==> src/rtl/chirp_seq_pkg.sv <==
// Shared definitions for the FMC150 chirp/ADC capture sequencer.
// Contents:
//   seq_state_t     - sequencer FSM states
//   DEF_*           - default widths and timeout used by the top module
//   MIN_ADC_LOW     - minimum adc_enable low time between two chirps, in aclk cycles
package chirp_seq_pkg;

  localparam int DEF_CNT_W          = 32;
  localparam int DEF_DLY_W          = 16;
  localparam int DEF_IDX_W          = 16;
  localparam int DEF_TIMEOUT_CYCLES = 1000000;

  // The ADC stream derives tlast from the falling edge of adc_enable, so the
  // window must stay low long enough for the edge detector to see it.
  localparam int MIN_ADC_LOW = 2;

  typedef enum logic [2:0] {
    IDLE,
    ARM,
    PRE,
    CHIRP,
    POST,
    GAP
  } seq_state_t;

endpackage

==> src/rtl/seq_delay_counter.sv <==
// Loadable down-counter used to time the PRE lead and the POST tail.
// Ports:
//   clk, rst_n  - clock and asynchronous active-low reset
//   load        - load load_value this cycle (takes priority over counting)
//   load_value  - number of cycles the phase should last
//   done        - high on the last cycle of the phase
// A phase loaded with N lasts N cycles; N=0 and N=1 both last a single cycle.
module seq_delay_counter #(
  parameter int W = 16
) (
  input  logic         clk,
  input  logic         rst_n,
  input  logic         load,
  input  logic [W-1:0] load_value,
  output logic         done
);

  logic [W-1:0] count;

  // Count down to zero and park there until the next load.
  always_ff @(posedge clk or negedge rst_n) begin
    if (!rst_n) begin
      count <= '0;
    end else if (load) begin
      count <= load_value;
    end else if (count != '0) begin
      count <= count - W'(1);
    end
  end

  assign done = (count <= W'(1));

endmodule

==> src/rtl/chirp_capture_sequencer.sv <==
// Sequences the FMC150 chirp DAC and the ADC capture window for the GPR.
// Ports:
//   aclk, aresetn            - AXI clock, asynchronous active-low reset
//   start, abort, clear_err  - control pulses
//   num_chirps, pri_cycles,
//   pre_cycles, post_cycles  - frame configuration, latched when start is accepted
//   chirp_ready, chirp_done  - chirp generator handshake (already on aclk)
//   chirp_init, chirp_enable,
//   adc_enable               - DAC/ADC datapath controls
//   busy, frame_done,
//   chirp_index              - frame status
//   timeout_err, overrun_err - sticky error flags
module chirp_capture_sequencer
  import chirp_seq_pkg::*;
#(
  parameter int CNT_W          = DEF_CNT_W,
  parameter int DLY_W          = DEF_DLY_W,
  parameter int IDX_W          = DEF_IDX_W,
  parameter int TIMEOUT_CYCLES = DEF_TIMEOUT_CYCLES
) (
  input  logic             aclk,
  input  logic             aresetn,
  input  logic             start,
  input  logic             abort,
  input  logic [IDX_W-1:0] num_chirps,
  input  logic [CNT_W-1:0] pri_cycles,
  input  logic [DLY_W-1:0] pre_cycles,
  input  logic [DLY_W-1:0] post_cycles,
  input  logic             chirp_ready,
  input  logic             chirp_done,
  input  logic             clear_err,
  output logic             chirp_init,
  output logic             chirp_enable,
  output logic             adc_enable,
  output logic             busy,
  output logic             frame_done,
  output logic [IDX_W-1:0] chirp_index,
  output logic             timeout_err,
  output logic             overrun_err
);

  localparam logic [CNT_W-1:0] TMO_LAST = CNT_W'(TIMEOUT_CYCLES - 1);
  localparam logic [1:0]       GAP_MIN  = 2'(MIN_ADC_LOW - 1);

  seq_state_t state, next_state;

  logic [IDX_W-1:0] num_q;
  logic [CNT_W-1:0] pri_q;
  logic [DLY_W-1:0] pre_q, post_q;

  logic [CNT_W-1:0] pri_cnt, pri_target, tmo_cnt;
  logic [1:0]       gap_cnt;
  logic             gap_min_met, last_chirp;

  logic             cfg_latch, init_set, index_clear, index_inc, frame_set;
  logic             timeout_set, overrun_set, pri_clear, dly_load, dly_done;
  logic [DLY_W-1:0] dly_value;

  seq_delay_counter #(.W(DLY_W)) u_delay (
    .clk        (aclk),
    .rst_n      (aresetn),
    .load       (dly_load),
    .load_value (dly_value),
    .done       (dly_done)
  );

  // GAP hands over to ARM, which always costs one more cycle before PRE.
  // Leaving GAP when the counter holds pri_cycles-2 lets it reach
  // pri_cycles-1 in ARM, so PRE re-enters exactly pri_cycles after the
  // previous PRE when chirp_ready is already high.
  assign pri_target  = (pri_q < CNT_W'(2)) ? '0 : pri_q - CNT_W'(2);
  assign last_chirp  = (num_q != '0) && (chirp_index == num_q - IDX_W'(1));
  // GAP plus the mandatory ARM cycle together give the minimum low time.
  assign gap_min_met = (gap_cnt >= GAP_MIN);

  assign busy         = (state != IDLE);
  assign chirp_enable = (state == CHIRP);
  assign adc_enable   = (state == PRE) || (state == CHIRP) || (state == POST);

  // State register.
  always_ff @(posedge aclk or negedge aresetn) begin
    if (!aresetn) begin
      state <= IDLE;
    end else begin
      state <= next_state;
    end
  end

  // Next-state logic and the one-cycle strobes that drive the datapath
  // registers. abort beats every other event while busy.
  always_comb begin
    next_state  = state;
    cfg_latch   = 1'b0;
    init_set    = 1'b0;
    index_clear = 1'b0;
    index_inc   = 1'b0;
    frame_set   = 1'b0;
    timeout_set = 1'b0;
    overrun_set = 1'b0;
    pri_clear   = 1'b0;
    dly_load    = 1'b0;
    dly_value   = pre_q;
    if ((state != IDLE) && abort) begin
      next_state = IDLE;
    end else begin
      unique case (state)
        IDLE: begin
          if (start && !abort) begin
            next_state  = ARM;
            cfg_latch   = 1'b1;
            init_set    = 1'b1;
            index_clear = 1'b1;
          end
        end
        ARM: begin
          if (chirp_ready) begin
            next_state = PRE;
            pri_clear  = 1'b1;
            dly_load   = 1'b1;
            dly_value  = pre_q;
          end
        end
        PRE: begin
          if (dly_done) begin
            next_state = CHIRP;
          end
        end
        CHIRP: begin
          if (chirp_done) begin
            if (post_q == '0) begin
              next_state = GAP;
            end else begin
              next_state = POST;
              dly_load   = 1'b1;
              dly_value  = post_q;
            end
          end else if (tmo_cnt == TMO_LAST) begin
            next_state  = IDLE;
            timeout_set = 1'b1;
          end
        end
        POST: begin
          if (dly_done) begin
            next_state = GAP;
          end
        end
        GAP: begin
          if (gap_min_met && (pri_cnt >= pri_target)) begin
            overrun_set = (pri_cnt > pri_target);
            if (last_chirp) begin
              next_state = IDLE;
              frame_set  = 1'b1;
            end else begin
              next_state = ARM;
              index_inc  = 1'b1;
            end
          end
        end
        default: next_state = IDLE;
      endcase
    end
  end

  // Configuration snapshot, counters, status pulses and sticky errors.
  // The PRI counter saturates instead of wrapping so a very long chirp can
  // never alias back into a valid-looking period.
  always_ff @(posedge aclk or negedge aresetn) begin
    if (!aresetn) begin
      num_q       <= '0;
      pri_q       <= '0;
      pre_q       <= '0;
      post_q      <= '0;
      pri_cnt     <= '0;
      tmo_cnt     <= '0;
      gap_cnt     <= '0;
      chirp_init  <= 1'b0;
      frame_done  <= 1'b0;
      chirp_index <= '0;
      timeout_err <= 1'b0;
      overrun_err <= 1'b0;
    end else begin
      if (cfg_latch) begin
        num_q  <= num_chirps;
        pri_q  <= pri_cycles;
        pre_q  <= pre_cycles;
        post_q <= post_cycles;
      end
      if (pri_clear) begin
        pri_cnt <= '0;
      end else if (pri_cnt != '1) begin
        pri_cnt <= pri_cnt + CNT_W'(1);
      end
      tmo_cnt <= (state == CHIRP) ? tmo_cnt + CNT_W'(1) : '0;
      if (state == GAP) begin
        if (gap_cnt != 2'b11) begin
          gap_cnt <= gap_cnt + 2'd1;
        end
      end else begin
        gap_cnt <= 2'd1;
      end
      chirp_init <= init_set;
      frame_done <= frame_set;
      if (index_clear) begin
        chirp_index <= '0;
      end else if (index_inc) begin
        chirp_index <= chirp_index + IDX_W'(1);
      end
      timeout_err <= timeout_set | (timeout_err & ~clear_err);
      overrun_err <= overrun_set | (overrun_err & ~clear_err);
    end
  end

endmodule
==> config.mk <==
export PLATFORM = sky130hd
export DESIGN_NAME = chirp_capture_sequencer
export DESIGN_NICKNAME = d
export VERILOG_FILES = /design/src/rtl/chirp_seq_pkg.sv /design/src/rtl/seq_delay_counter.sv /design/src/rtl/chirp_capture_sequencer.sv
export SDC_FILE = /design/constraint.sdc
export NUM_CORES = 1
export LEC_CHECK = 0
export CORE_ASPECT_RATIO = 1.1
export CORE_MARGIN = 3
export CORE_UTILIZATION = 51
export CTS_CLUSTER_SIZE = 28
export DETAILED_ROUTE_END_ITERATION = 16
export PLACE_DENSITY_LB_ADDON = 0.3
export SKIP_LAST_GASP = 1
export SLEW_MARGIN = 5
export SYNTH_ARGS = -nofsm -noshare
export SYNTH_HDL_FRONTEND = slang
export SYNTH_SLANG_ARGS = --single-unit
==> constraint.sdc <==
create_clock -name aclk -period 12.1 [get_ports aclk]
set_clock_uncertainty 0.05 [all_clocks]
set_input_delay 1.815 -clock aclk [delete_from_list [all_inputs] [get_ports aclk]]
set_output_delay 1.815 -clock aclk [all_outputs]
set_load 0.02 [all_outputs]
# == Word-level counts from Yosys, hierarchy flattened ==
# Index checks and enable logic that the tools add are counted.
# classes
n_reduce_logical,16
order_cmp,5
add_sub_neg,7
n_div,0
eq_ne,16
mux,50
n_shift,0
multipliers,0
bitwise_logic,5
# op_table
op,n
16-bit 2-to-1 mux,8
32-bit 2-to-1 mux,4
"32-bit by 1-bit adder with 32-bit output, second input constant",2
"32-bit by 20-bit == test with 1-bit output, second input constant",1
32-bit greater-or-equal comparator,1
32-bit greater-than comparator,1
"32-bit by 2-bit less-than comparator with 1-bit output, second input constant",1
"32-bit inequality test, second input constant",1
16-bit nonzero test,2
"16-bit by 1-bit subtractor with 16-bit output, second input constant",2
"32-bit by 2-bit subtractor with 32-bit output, second input constant",1
1-bit 2-to-1 mux,26
3-bit 2-to-1 mux,8
3-bit one-hot mux with 6 select lines,1
"16-bit by 1-bit adder with 16-bit output, second input constant",1
16-bit == test,1
"16-bit by 1-bit <= comparator with 1-bit output, second input constant",1
16-bit zero test,1
"3-bit inequality test, second input constant",3
"3-bit by 2-bit == test with 1-bit output, second input constant",2
"3-bit == test, second input constant",2
"3-bit by 2-bit inequality test with 1-bit output, second input constant",2
6-bit AND reduction,1
2-bit nonzero test,3
16 further kinds,23
# word_totals
latchBits,0
output_inout_bits,23
reg_bits,185
rom_bits,0
ramBits,0
mem_count,0
input_bits,87
word_cells,113

# == Logic depth before layout (Yosys ltp) ==
# Gate-level depths: netlist of run 1.
# depth
word_depth,9
ltp_mapped,20
mapped_depth_nobuf,18

# == Cells and area by module ==
# Synthesis of run 1 repeated with hierarchy kept, for this count alone.
# unflattened
cells_unflattened,1254
hier_area_um2,10822.9
# by_module_without_submodules
mod,cells_per_inst,instances,area_each_um2,seq_area_each_um2
chirp_capture_sequencer,1135,1,9758.1,4229.1
seq_delay_counter,119,1,1064.8,400.4

# == Worst setup path after synthesis of run 1 ==
# Ideal clock, no wire load.
# synth_path
kind,register to register
start,register pri_q[8]
end,register chirp_index[13]
path_stages_with_launch,19
setup_ns,0.078
n_path_buf,2
synth_period_minus_slack_ns,4.338
slack_ns,7.762
arrival_ns,4.210
required_ns,11.972
cell_sequence,dfrtp_1 -> or4_1 -> or3_1 -> nor2_1 -> nand4_1 -> nor4_4 -> nand2_1 -> buf_2 -> nand2_1 -> ha_1 -> a21oi_1 -> o21ai_0 -> a221o_1 -> o31a_1 -> nor2_1 -> a2111oi_4 -> buf_6 -> a31o_2 -> a21oi_1
# synth_via
elab_chain_len,8
word_cells_on_any_way,9
cone_classes,add/sub (1); order compare (2); mux (4); reduce/logical (2)
# synth_lines
item,line,text
start: declaration,chirp_capture_sequencer.sv:48,logic [CNT_W-1:0] pri_q;
start signal: assignment,chirp_capture_sequencer.sv:184,pri_q <= pri_cycles;
32-bit by 2-bit subtractor with 32-bit output / 32-bit by 2-bit less-than comparator with 1-bit output (equally long branches),chirp_capture_sequencer.sv:71,assign pri_target = (pri_q < CNT_W'(2)) ? '0 : pri_q - CNT_W'(2);
32-bit 2-to-1 mux (*),chirp_capture_sequencer.sv:71,
32-bit greater-or-equal comparator (*),chirp_capture_sequencer.sv:148,if (gap_min_met && (pri_cnt >= pri_target)) begin
1-bit logical AND (*),chirp_capture_sequencer.sv:148,
1-bit 2-to-1 mux (*),chirp_capture_sequencer.sv:148,
1-bit 2-to-1 mux (*),chirp_capture_sequencer.sv:106,unique case (state)
1-bit 2-to-1 mux (*),chirp_capture_sequencer.sv:103,if ((state != IDLE) && abort) begin
2-bit nonzero test (no source line) (*),n/a,
end signal: assignment,chirp_capture_sequencer.sv:206,chirp_index <= chirp_index + IDX_W'(1);
end: declaration,chirp_capture_sequencer.sv:37,"output logic [IDX_W-1:0] chirp_index,"
# Mark *: on every way between the ends. The rest lies on a longest branch, timed or not.
# A chain may end at the register's enable or synchronous reset.

# == Worst setup path after layout of run 1 ==
# layout_path
start,register pri_q[8]
end,register chirp_index[8]
# The elaborated chain is that of the path after synthesis.

==> out/metrics.yaml, run 1 <==
global_routing:
  first_global_vias: 8702
  antenna_found_initial: 1
  grt-busiest-layer: "met2"
  grt-ovfl-total: 0
  use_met1: 0.3052
  track_usage: 0.2272
  grt_max_degree: 92
  grt_pass1_wl_um: 41940
  use_met3: 0.03859
  met2_usage: 0.3700
power_and_ir_drop:
  clkPwrFrac: 0.241
  pwr-share-comb: 0.341
  switchingPower_w: 0.0009466
  vdd_drop_max_v: 0.0001083
  power.internal_w: 0.001455
  switching_share: 0.3942
  seqPwrFrac: 0.418
  finalPower_w: 0.002401
  leakage_nw: 5.764
  power_density_nw_per_um2: 192.0
floorplan:
  die_y_um: 157.2
  dieArea_um2: 22560
  design.core.area_um2: 20130
  ios: 110
  dieWidth_um: 143.5
  rows: 54
  initial_core_util: 0.5266
timing:
  fin_tns_setup_ps: 0
  rsz0062_at_grt: "false"
  max_clock_freq_mhz: 182.5
  layout_min_cycle_time_ps: 5481
  finalHoldViolCount: 0
  maxSlewViolCount: 0
  setup_viol: 0
  tightest_slew_ps: 994.9
  timing.final.crit_share: 0.4530
  relSlewSlack: 0.3349
cells_and_area:
  fin_util: 0.6212
  drive_above_1_share: 0.04891
  layout.nets: 1444
  n_fill_cell: 1711
  area_delta_synth_final_pct: 17.97
detailed_routing:
  routed_via_density: 5.588
  firstDrtPassIters: 6
  antenna_left: 0
  drt-initial-drc-count: 526
  wl_per_cell_um: 15.62
  drcViolationCount: 0
  route.vias.total: 8841
  routed_wl_um: 24710
logic_synthesis:
  syn_inst: 1228
  avgSynthCellArea_um2: 8.634
  synth-async-reset-ratio: 1.000
  yosysSeqAreaShare: 0.4366
  synth_top_area_cell: "dfrtp_1"
  synth.most_common_cell: "nand2_1"
  syn-num-nets: 1356
  synth-edff-count: 0
  yosysUniqueCellTypes: 64
  ys_top_cells_by_area: "dfrtp_1, nand2_1, xor2_1, ha_1, nor2_1"
  ys_seq_elements: 185
  ys.flop_type: "dfrtp_1"
  yosys_warnings: 0
  synth.top_cells.by_count: "nand2_1, dfrtp_1, nor2_1, xor2_1, nand3_1"
  yosysTopAreaCellShare: 0.4366
  synth_area_um2: 10600
cts:
  numCtsBuffers: 17
  clock_path_buffers: 2
  clk_pin_slew_ps: 80
  cts_root_buf: "clkbuf_16"
  cts_tree: "done"
  cts_setup_buffers: 0
  cts.sinks: 185
  cts_max_level: 4
  ctsResizeCount: 0
  clkLatencyLatePin_ps: 440
  hold_buffers: 0
setup_path:
  rr_worst_depth: 16
  cp_max_fo: 27
  reg2reg_from: "pri_q[8]"
  r2r_end: "chirp_index[8]"
  worstPathArrival_ps: 5760
  worstPathRequired_ps: 12370
  rrSetupSlack_ps: 6620
  start_kind: "flop"
  end_kind: "flop"
  crit_type: "reg2reg"
hold_path:
  hp-start: "pre_q[12]"
  min_to: "pre_q[12]"
  worstHoldPathCells: 2
  min_path_type: "reg2reg"
placement:
  dp_hpwl_um: 17750
  io_buffers: 109
  gp_congestion: 0.8619
outcome:
  status: "complete, no violations"
flow_run:
  drv_cap: 0
kinds of logic after synthesis:
kind of cell	share of synthesized area
adder cells (fa/ha/maj)	0.04838
buffers and inverters	0.02726
flip-flops	0.4366
AO/OA/AOI/OAI	0.07529
AND/OR/NAND/NOR	0.2956
XOR/XNOR	0.09087
multiplexers	0.02596
cells in the final DEF (no fill, tap or decap), types with 25 or more instances in the layout:
master | Yosys | routed
nand2_1 | 323 | 323
dfrtp_1 | 185 | 185
clkdlybuf4s50_1 | 0 | 108
nor2_1 | 107 | 107
xor2_1 | 67 | 67
nand3_1 | 59 | 58
xnor2_1 | 43 | 43
o21ai_0 | 43 | 43
ha_1 | 41 | 41
a21oi_1 | 35 | 35
nand4_1 | 30 | 30
nor4_1 | 26 | 26
nor3_1 | 25 | 25
inv_1 | 25 | 25
sequential cells by signal, summed over array words and instances (netlist names), 2 cells and up:
name	count
post_q	16
chirp_index	16
tmo_cnt	32
pre_q	16
num_q	16
pri_q	32
pri_cnt	32
state	3
u_delay.count	16
gap_cnt	2
metal layers:
| layer | routed length [um] | up-vias | part of all wire |
|---|---|---|---|
| met3 | 976 | 46 | 0.039 |
| li1 | - | 4387 | - |
| met4 | 580 | 0 | 0.023 |
| met2 | 12040 | 194 | 0.49 |
| met5 | 0 | - | 0 |
| met1 | 11120 | 4214 | 0.45 |
worst max-delay path by stage:
stage	from	to	depth (start not counted)
floorplan	pri_q[8]	chirp_index[13]	18
CTS	pri_q[8]	chirp_index[8]	16
finish	pri_q[8]	chirp_index[8]	16
global route	pri_q[8]	chirp_index[8]	16
global placement	pri_q[8]	chirp_index[8]	16
detailed placement	pri_q[8]	chirp_index[8]	16
per-stage QoR:
step / hold slack (ps) / std cells / instance area [um^2] / worst slack [ps]
4_1_cts: 428.5 / 1581 / 12510 / 6712
6_report: 425.1 / 1582 / 12510 / 6619
3_5_place_dp: 408.2 / 1549 / 11880 / 6736
5_1_grt: 452.0 / 1582 / 12510 / 6191
3_3_place_gp: 407.5 / 1549 / 11880 / 6766
2_1_floorplan: 387.4 / 1228 / 10600 / 7762
power groups by stage:
stage / clock network [W] / logic [W] / registers (W)
after floorplan: 0 / 0.000631 / 0.000951
after global placement: 0 / 0.000783 / 0.00100
after detailed placement: 0 / 0.000808 / 0.00101
after CTS: 0.000588 / 0.000822 / 0.00100
after global routing: 0.000612 / 0.000933 / 0.00104
final: 0.000579 / 0.000818 / 0.00100
critical path, stage by stage, from the launching register on:
cell and delay (ps):
dfrtp_1 430, or4_1 610, or3_1 360, nor2_1 130, nand4_1 240, nor4_4 340
nand2_1 580, and2_1 400, ha_1 180, nor2b_1 110, o211ai_1 80, a2111oi_0 500
o31a_1 300, nor2_1 140, a2111oi_4 520, a21oi_1 150, a31o_2 230
final cells by class:
type                       instances  area [um^2]  area share
multi-input combinational        971         5702      0.4558
sequential                       185         4629      0.3701
timing repair buffer             115         1137     0.09093
clock buffer                      17        425.4     0.03401
tap                              252        315.3     0.02521
clock inverter                    15        198.9     0.01590
inverter                          26        97.59    0.007802
antenna                            1        2.502   0.0002001
(Power assumes the default switching activity.)
==> run 2: changes to the inputs <==
==> constraint.sdc (replaced) <==
create_clock -name aclk -period 4.5 [get_ports aclk]
set_clock_uncertainty 0.05 [all_clocks]
set_input_delay 0.675 -clock aclk [delete_from_list [all_inputs] [get_ports aclk]]
set_output_delay 0.675 -clock aclk [all_outputs]
set_load 0.02 [all_outputs]
==> run 2 against run 1 <==
The flow now finishes with violations (setup timing); routed wire length grew 4.0%; worst setup slack lost 6700 ps; sequential share of layout area shrank 1.1 points; worst hold slack lost 190 ps; die area is the same; sequential power grew to 2.7 times the previous value; via count grew 2.8%; critical path depth grew 3; combinational power grew to 2.9 times the previous value; power grew to 2.7 times the previous value; non-clock buffer count grew 34; critical path type unchanged.
==> out/metrics.yaml, run 2 (same netlist as run 1, synthesis figures left out) <==
power_and_ir_drop:
  leakage_nw: 5.959  # +3.4%
  switching_share: 0.4007  # +0.006469
  power.internal_w: 0.003951  # +170%
  clkPwrFrac: 0.234  # -0.007
  seqPwrFrac: 0.411  # -0.007
  vdd_drop_max_v: 0.0002879  # +170%
  power_density_nw_per_um2: 511.0  # +170%
  pwr-share-comb: 0.355  # +0.014
  switchingPower_w: 0.002641  # +180%
cells_and_area:
  fin_area_um2: 12900  # +3.1%
  area_delta_synth_final_pct: 21.67
  fin_util: 0.6407  # +0.01945
  n_antenna_cell: 0  # -1
  drive_above_1_share: 0.08584  # +0.03693
  final_common_cell: "nand2_1"
  top_regs: "pri_cnt: 32 flops, pri_q: 32 flops, tmo_cnt: 32 flops"
  layout.nets: 1478  # +2.4%
  layout_common_cells: "nand2_1, dfrtp_1, clkdlybuf4s50_1"
setup_path:
  reg2reg_from: "pri_q[7]"
  cpPeakStageDelay_ps: 580  # -30 ps
  worstPathArrival_ps: 4880  # -880 ps
  start_kind: "flop"
  cp_slowest_cell: "or4_4"
  worstPathRequired_ps: 4790  # -7580 ps
  crit_type: "reg2reg"
  end_kind: "flop"
  cp_max_fo: 6  # -78%
  crit_chain: "or4_4 > or3_4 > nor2_4 > nand4_1 > nor4_4 > buf_4 > nand3b_1 > nor3b_2 > a21oi_2 > ha_1 > nand4_1 > buf_4 > buf_4 > o211ai_1 > nor2_2 > a2111oi_4 > buf_6 > a21oi_1 > a31o_2"
  rrSetupSlack_ps: -90  # -6710 ps
  r2r_end: "chirp_index[8]"
  rr_worst_depth: 19  # +3
  path_common_cell: "buf_4"
placement:
  post_dp_cell_area_um2: 12070  # +1.6%
  io_buffers: 109  # unchanged
  dp_hpwl_um: 18000  # +1.4%
  gp_congestion: 0.8783  # +1.9%
timing:
  relSlewSlack: 0.3281  # -0.006809
  finalHoldViolCount: 0  # unchanged
  maxSlewViolCount: 0  # unchanged
  max_clock_freq_mhz: 217.7  # +19%
  setup_viol: 10  # +10
  final.setup.worst_slack_ps: -93.77  # -6713 ps
  tightest_slew_ps: 1006  # +11.53 ps
  layout_min_cycle_time_ps: 4594  # -887.1 ps
  timing.final.crit_share: 1.021  # +0.5679
  rsz0062_at_grt: "true"
detailed_routing:
  antenna_left: 0  # unchanged
  firstDrtPassIters: 5  # -1
  routed_via_density: 5.626  # +0.67%
  drt-initial-drc-count: 604  # +15%
  route.vias.total: 9086  # +2.8%
  drcViolationCount: 0  # unchanged
  wl_per_cell_um: 15.91  # +1.9%
  routed_wl_um: 25700  # +4.0%
cts:
  cts_max_level: 4  # unchanged
  clk_pin_slew_ps: 80  # about the same
  clock_path_buffers: 2  # unchanged
  cts_tree: "done"
  hold_buffers: 0  # unchanged
  cts_root_buf: "clkbuf_16"
  clkLatencyLatePin_ps: 440  # about the same
  numCtsBuffers: 17  # unchanged
  cts.sinks: 185  # unchanged
floorplan:
  design.core.area_um2: 20130  # unchanged
  dieArea_um2: 22560  # unchanged
  rows: 54  # unchanged
  ios: 110  # unchanged
  die_y_um: 157.2  # unchanged
  initial_core_util: 0.5266  # unchanged
  dieWidth_um: 143.5  # unchanged
outcome:
  violations: "setup timing"
  status: "finished with violations"
global_routing:
  grt_pass1_wl_um: 41770  # -0.40%
  antenna_found_initial: 0  # -1
  first_global_vias: 8739  # +0.43%
  grt-ovfl-total: 0  # unchanged
  grt_max_degree: 93  # +1.1%
  track_usage: 0.2263  # -0.0009124
flow_run:
  drv_cap: 0  # unchanged
hold_path:
  min_path_type: "in2async"
==> run 2: power groups by stage <==
stage	Sequential, W	Clock (W)	Combinational [W]
after CTS	0.00269	0.00158	0.00230
after detailed placement	0.00271	0	0.00226
after floorplan	0.00256	0	0.00170
after global routing	0.00278	0.00165	0.00264
after global placement	0.00269	0	0.00218
final	0.00271	0.00154	0.00234
==> run 2: through the flow <==
stage / setup TNS [ps] / hold slack [ps] / cells / setup slack [ps] / total power [W]
5_1_grt: -3938 / 328.6 / 1615 / -296.5 / 0.007075
4_1_cts: 0 / 286.7 / 1607 / 5.706 / 0.006565
3_5_place_dp: -686.9 / 412.0 / 1573 / -88.32 / 0.004969
2_1_floorplan: 0 / 329.4 / 1228 / 162.2 / 0.004254
6_report: -695.1 / 237.0 / 1615 / -93.77 / 0.006592
3_3_place_gp: 0 / 405.0 / 1573 / 27.10 / 0.004871
==> run 2: critical path, delay by kind of cell, from the launching register on <==
family                   cells  cell delay, ps
adder cells (fa/ha/maj)      1             320
buffers and inverters        4             660
AO/OA/AOI/OAI                5             870
flip-flops                   1             390
AND/OR/NAND/NOR              9            2180
==> run 2: layout make-up <==
class	count	area [um^2]
clock inverters	15	211.5
fillers	1683	7234
well taps	252	315.3
multi-input cells	971	5799
repair buffers	149	1421
flip-flops and latches	185	4629
clock buffers	17	425.4
inverters	26	97.59
==> run 2: worst max path at each step <==
stage              start              end  slack (ps)  cells after the start
6_report        pri_q[7]   chirp_index[8]         -90                     19
5_1_grt         pri_q[7]   chirp_index[8]        -300                     19
4_1_cts        pri_q[10]   chirp_index[7]           6                     18
3_3_place_gp   pri_q[10]   chirp_index[7]          30                     19
2_1_floorplan   pri_q[8]  chirp_index[13]         160                     18
3_5_place_dp   pri_q[10]   chirp_index[8]         -90                     18
==> run 2: timing repair <==
item,4_1_cts,5_1_grt
pin swaps,6,15
buffers inserted,2,7
resized for setup,5,25
setup endpoints to repair,18,18
cloned,0,1
==> run 2: metal layers <==
| layer | global-route usage | part of all wire | vias to the layer above |
|---|---|---|---|
| li1 | - | - | 4451 |
| met1 | 0.2950 | 0.45 | 4412 |
| met2 | 0.3932 | 0.51 | 181 |
| met3 | 0.03130 | 0.031 | 42 |
| met4 | 0.06816 | 0.017 | 0 |
| met5 | 0 | 0 | - |
==> run 3: changes to the inputs <==
--- a/config.mk
+++ b/config.mk
@@ -5,14 +5,18 @@
 export SDC_FILE = /design/constraint.sdc
 export NUM_CORES = 1
 export LEC_CHECK = 0
+export CELL_PAD_IN_SITES_DETAIL_PLACEMENT = 0
+export CELL_PAD_IN_SITES_GLOBAL_PLACEMENT = 1
 export CORE_ASPECT_RATIO = 1.1
 export CORE_MARGIN = 3
-export CORE_UTILIZATION = 51
+export CORE_UTILIZATION = 40
 export CTS_CLUSTER_SIZE = 28
 export DETAILED_ROUTE_END_ITERATION = 16
 export PLACE_DENSITY_LB_ADDON = 0.3
+export SETUP_SLACK_MARGIN = 0.02
 export SKIP_LAST_GASP = 1
 export SLEW_MARGIN = 5
 export SYNTH_ARGS = -nofsm -noshare
 export SYNTH_HDL_FRONTEND = slang
+export SYNTH_HIERARCHICAL = 1
 export SYNTH_SLANG_ARGS = --single-unit
==> run 3 against run 2 <==
The run still ends with setup timing left; register-to-register slack worse by 370 ps; critical path depth down 4; synthesized area up 2.1%; utilization down 13 points.
==> out/metrics.yaml, run 3 <==
setup_path:
  worstPathRequired_ps: 4810  # +20 ps
  cp_max_fo: 6  # unchanged
  rrSetupSlack_ps: -460  # -370 ps
  r2r_end: "chirp_index[10]"
  crit_chain: "or4_4 > or4_4 > nand2b_4 > or4_4 > or2_4 > nor3_4 > nand2_1 > mux2_4 > ha_4 > nand4_1 > or4_4 > or3_4 > a21o_4 > or4_1 > a21oi_2"
  cp_top_family: "simple AND/OR/NAND/NOR gates"
  cpPeakStageDelay_ps: 530  # -50 ps
  worstPathArrival_ps: 5280  # +400 ps
  path_common_cell: "or4_4"
  reg2reg_from: "pri_q[5]"
  start_kind: "flop"
  cp_slowest_cell: "or4_4"
  crit_type: "reg2reg"
  path_buf_inv: 0  # -4
  rr_worst_depth: 15  # -4
  end_kind: "flop"
power_and_ir_drop:
  power.internal_w: 0.004290  # +8.6%
  power_density_nw_per_um2: 518.7  # +1.5%
  leakage_nw: 6.062  # +1.7%
  seqPwrFrac: 0.390  # -0.021
  clkPwrFrac: 0.216  # -0.018
  vdd_drop_max_v: 0.0002492  # -13%
  pwr-share-comb: 0.394  # +0.039
  finalPower_w: 0.007028  # +6.6%
  switching_share: 0.3896  # -0.01104
  switchingPower_w: 0.002738  # +3.7%
cells_and_area:
  layout.nets: 1523  # +3.0%
  layout_common_cells: "nand2_1, dfrtp_1, clkdlybuf4s50_1"
  final_common_cell: "nand2_1"
  drive_above_1_share: 0.1293  # +0.04342
  top_regs: "pri_cnt: 32 flops, pri_q: 32 flops, tmo_cnt: 32 flops"
  multi_input_area_um2: 6138  # +5.8%
  fin_util: 0.5137  # -0.1270
  n_antenna_cell: 0  # unchanged
  seqCellArea_um2: 4629  # unchanged
  n_fill_cell: 2521  # +50%
  fin_area_um2: 13550  # +5.0%
  area_delta_synth_final_pct: 25.19
timing:
  finalHoldViolCount: 0  # unchanged
  max_clock_freq_mhz: 201.5  # -7.4%
  final.setup.worst_slack_ps: -463.4  # -369.6 ps
  layout_min_cycle_time_ps: 4963  # +369.6 ps
  setup_viol: 20  # +10
  tightest_slew_ps: 995.0  # -11.42 ps
  fin_tns_setup_ps: -6714  # -6019 ps
  timing.final.crit_share: 1.103  # +0.08213
  rsz0062_at_grt: "true"
  relSlewSlack: 0.3317  # +0.003609
  maxSlewViolCount: 0  # unchanged
placement:
  post_dp_cell_area_um2: 12730  # +5.5%
  io_buffers: 109  # unchanged
  gp_congestion: 0.8312  # -5.4%
  dp_hpwl_um: 19670  # +9.3%
  place_ws_ps: -652.5  # -564.2 ps
cts:
  hold_buffers: 0  # unchanged
  clk_pin_slew_ps: 80  # about the same
  cts.sinks: 185  # unchanged
  clock_path_buffers: 2  # unchanged
  cts_tree: "done"
  cts_root_buf: "clkbuf_16"
  numCtsBuffers: 17  # unchanged
  clkLatencyLatePin_ps: 430  # about the same
  cts_max_level: 4  # unchanged
logic_synthesis:
  yosysTopAreaCellShare: 0.4277  # -0.008884
  synth_top_area_cell: "dfrtp_1"
  ys_top_cells_by_area: "dfrtp_1, nand2_1, xor2_1, ha_1, nor2_1"
  ys.flop_type: "dfrtp_1"
  syn-num-nets: 1382  # +1.9%
  syn_inst: 1254  # +2.1%
  yosysUniqueCellTypes: 66  # +3.1%
  ys_seq_elements: 185  # unchanged
  synth_area_um2: 10820  # +2.1%
  avgSynthCellArea_um2: 8.631  # about the same
  yosys_warnings: 6  # +6
  synth-async-reset-ratio: 1.000  # unchanged
  synth.top_cells.by_count: "nand2_1, dfrtp_1, nor2_1, xor2_1, clkbuf_1"
  yosysSeqAreaShare: 0.4277  # -0.008884
  synth-edff-count: 0  # unchanged
  synth.most_common_cell: "nand2_1"
global_routing:
  grt_max_degree: 99  # +6.5%
  grt-ovfl-total: 0  # unchanged
  track_usage: 0.1951  # -0.03127
  first_global_vias: 9201  # +5.3%
  antenna_found_initial: 0  # unchanged
  grt_pass1_wl_um: 46240  # +11%
floorplan:
  rows: 62  # +15%
  dieWidth_um: 162.8  # +13%
  initial_core_util: 0.4103  # -0.1163
  design.core.area_um2: 26380  # +31%
  ios: 110  # unchanged
  die_y_um: 178.5  # +14%
  dieArea_um2: 29070  # +29%
detailed_routing:
  route.vias.total: 9175  # +0.98%
  antenna_left: 0  # unchanged
  drt-initial-drc-count: 539  # -11%
  wl_per_cell_um: 15.80  # -0.71%
  routed_via_density: 5.213  # -7.3%
  drcViolationCount: 0  # unchanged
  routed_wl_um: 27810  # +8.2%
  firstDrtPassIters: 5  # unchanged
outcome:
  violations: "setup timing"
  status: "finished with violations"
flow_run:
  drv_cap: 0  # unchanged
hold_path:
  min_path_type: "in2async"
-- run 3: changes by cell type in the layout (fill, tap and decap cells not counted), moves of 7 or more --
| cell | previous run | this run |
|---|---|---|
| nand3_1 | 56 | 37 |
| clkinv_8 | 8 | 1 |
| buf_4 | 37 | 60 |
| or3_1 | 11 | 21 |
| nand2_1 | 322 | 312 |
| and3_1 | 19 | 10 |
| mux2_2 | 4 | 16 |
| o21ai_0 | 41 | 31 |
| xnor2_1 | 43 | 36 |
| nor3_4 | 0 | 7 |
| or4_1 | 2 | 14 |
| nand2b_1 | 9 | 16 |
-- run 3: kinds of logic after synthesis --
group,synth area share
flip-flops,0.4277
AO/OA/AOI/OAI,0.07445
adder cells (fa/ha/maj),0.04740
AND/OR/NAND/NOR,0.2969
buffers and inverters,0.03457
XOR/XNOR,0.08092
multiplexers,0.03803
-- run 3: layout make-up --
type | instances | share of cell area
flip-flops and latches | 185 | 0.3417
inverters | 33 | 0.009142
clock buffers | 17 | 0.03140
well taps | 352 | 0.03251
clock inverters | 15 | 0.01173
multi-input cells | 982 | 0.4530
repair buffers | 176 | 0.1205
-- run 3: what timing repair did --
action	CTS	global route
resized for setup	10	32
pin swaps	2	10
setup endpoints to repair	20	20
setup buffers	2	1
gates cloned	1	1
-- run 3: how the worst max path moves through the flow --
stage | start | end | slack [ps] | depth (start not counted)
CTS | pri_q[5] | chirp_index[13] | -430 | 20
detailed placement | pri_q[5] | chirp_index[0] | -650 | 19
floorplan | pri_q[5] | chirp_index[10] | -380 | 18
finish | pri_q[5] | chirp_index[10] | -460 | 15
global placement | pri_q[5] | chirp_index[8] | -550 | 17
global route | pri_q[5] | chirp_index[15] | -620 | 17
-- run 3: per-stage QoR --
step	std cells	hold slack, ps
final	1760	260.7
after global routing	1760	350.8
after CTS	1759	319.9
after detailed placement	1724	400.2
after global placement	1724	392.6
after floorplan	1254	329.4
-- run 3: metal layers --
layer	track usage	vias to the layer above	part of all wire	routed length (um)
met5	0	-	0	0
met4	0.03842	0	0.0088	244
met3	0.03321	18	0.038	1058
met2	0.3244	156	0.48	13350
met1	0.2700	4422	0.47	13150
li1	-	4579	-	-
-- run 3: power groups by stage --
stage	logic, W	clock network, W	registers (W)
after floorplan	0.00183	0	0.00261
after global placement	0.00260	0	0.00275
after detailed placement	0.00265	0	0.00276
after CTS	0.00269	0.00156	0.00274
after global routing	0.00316	0.00162	0.00283
final	0.00277	0.00152	0.00274
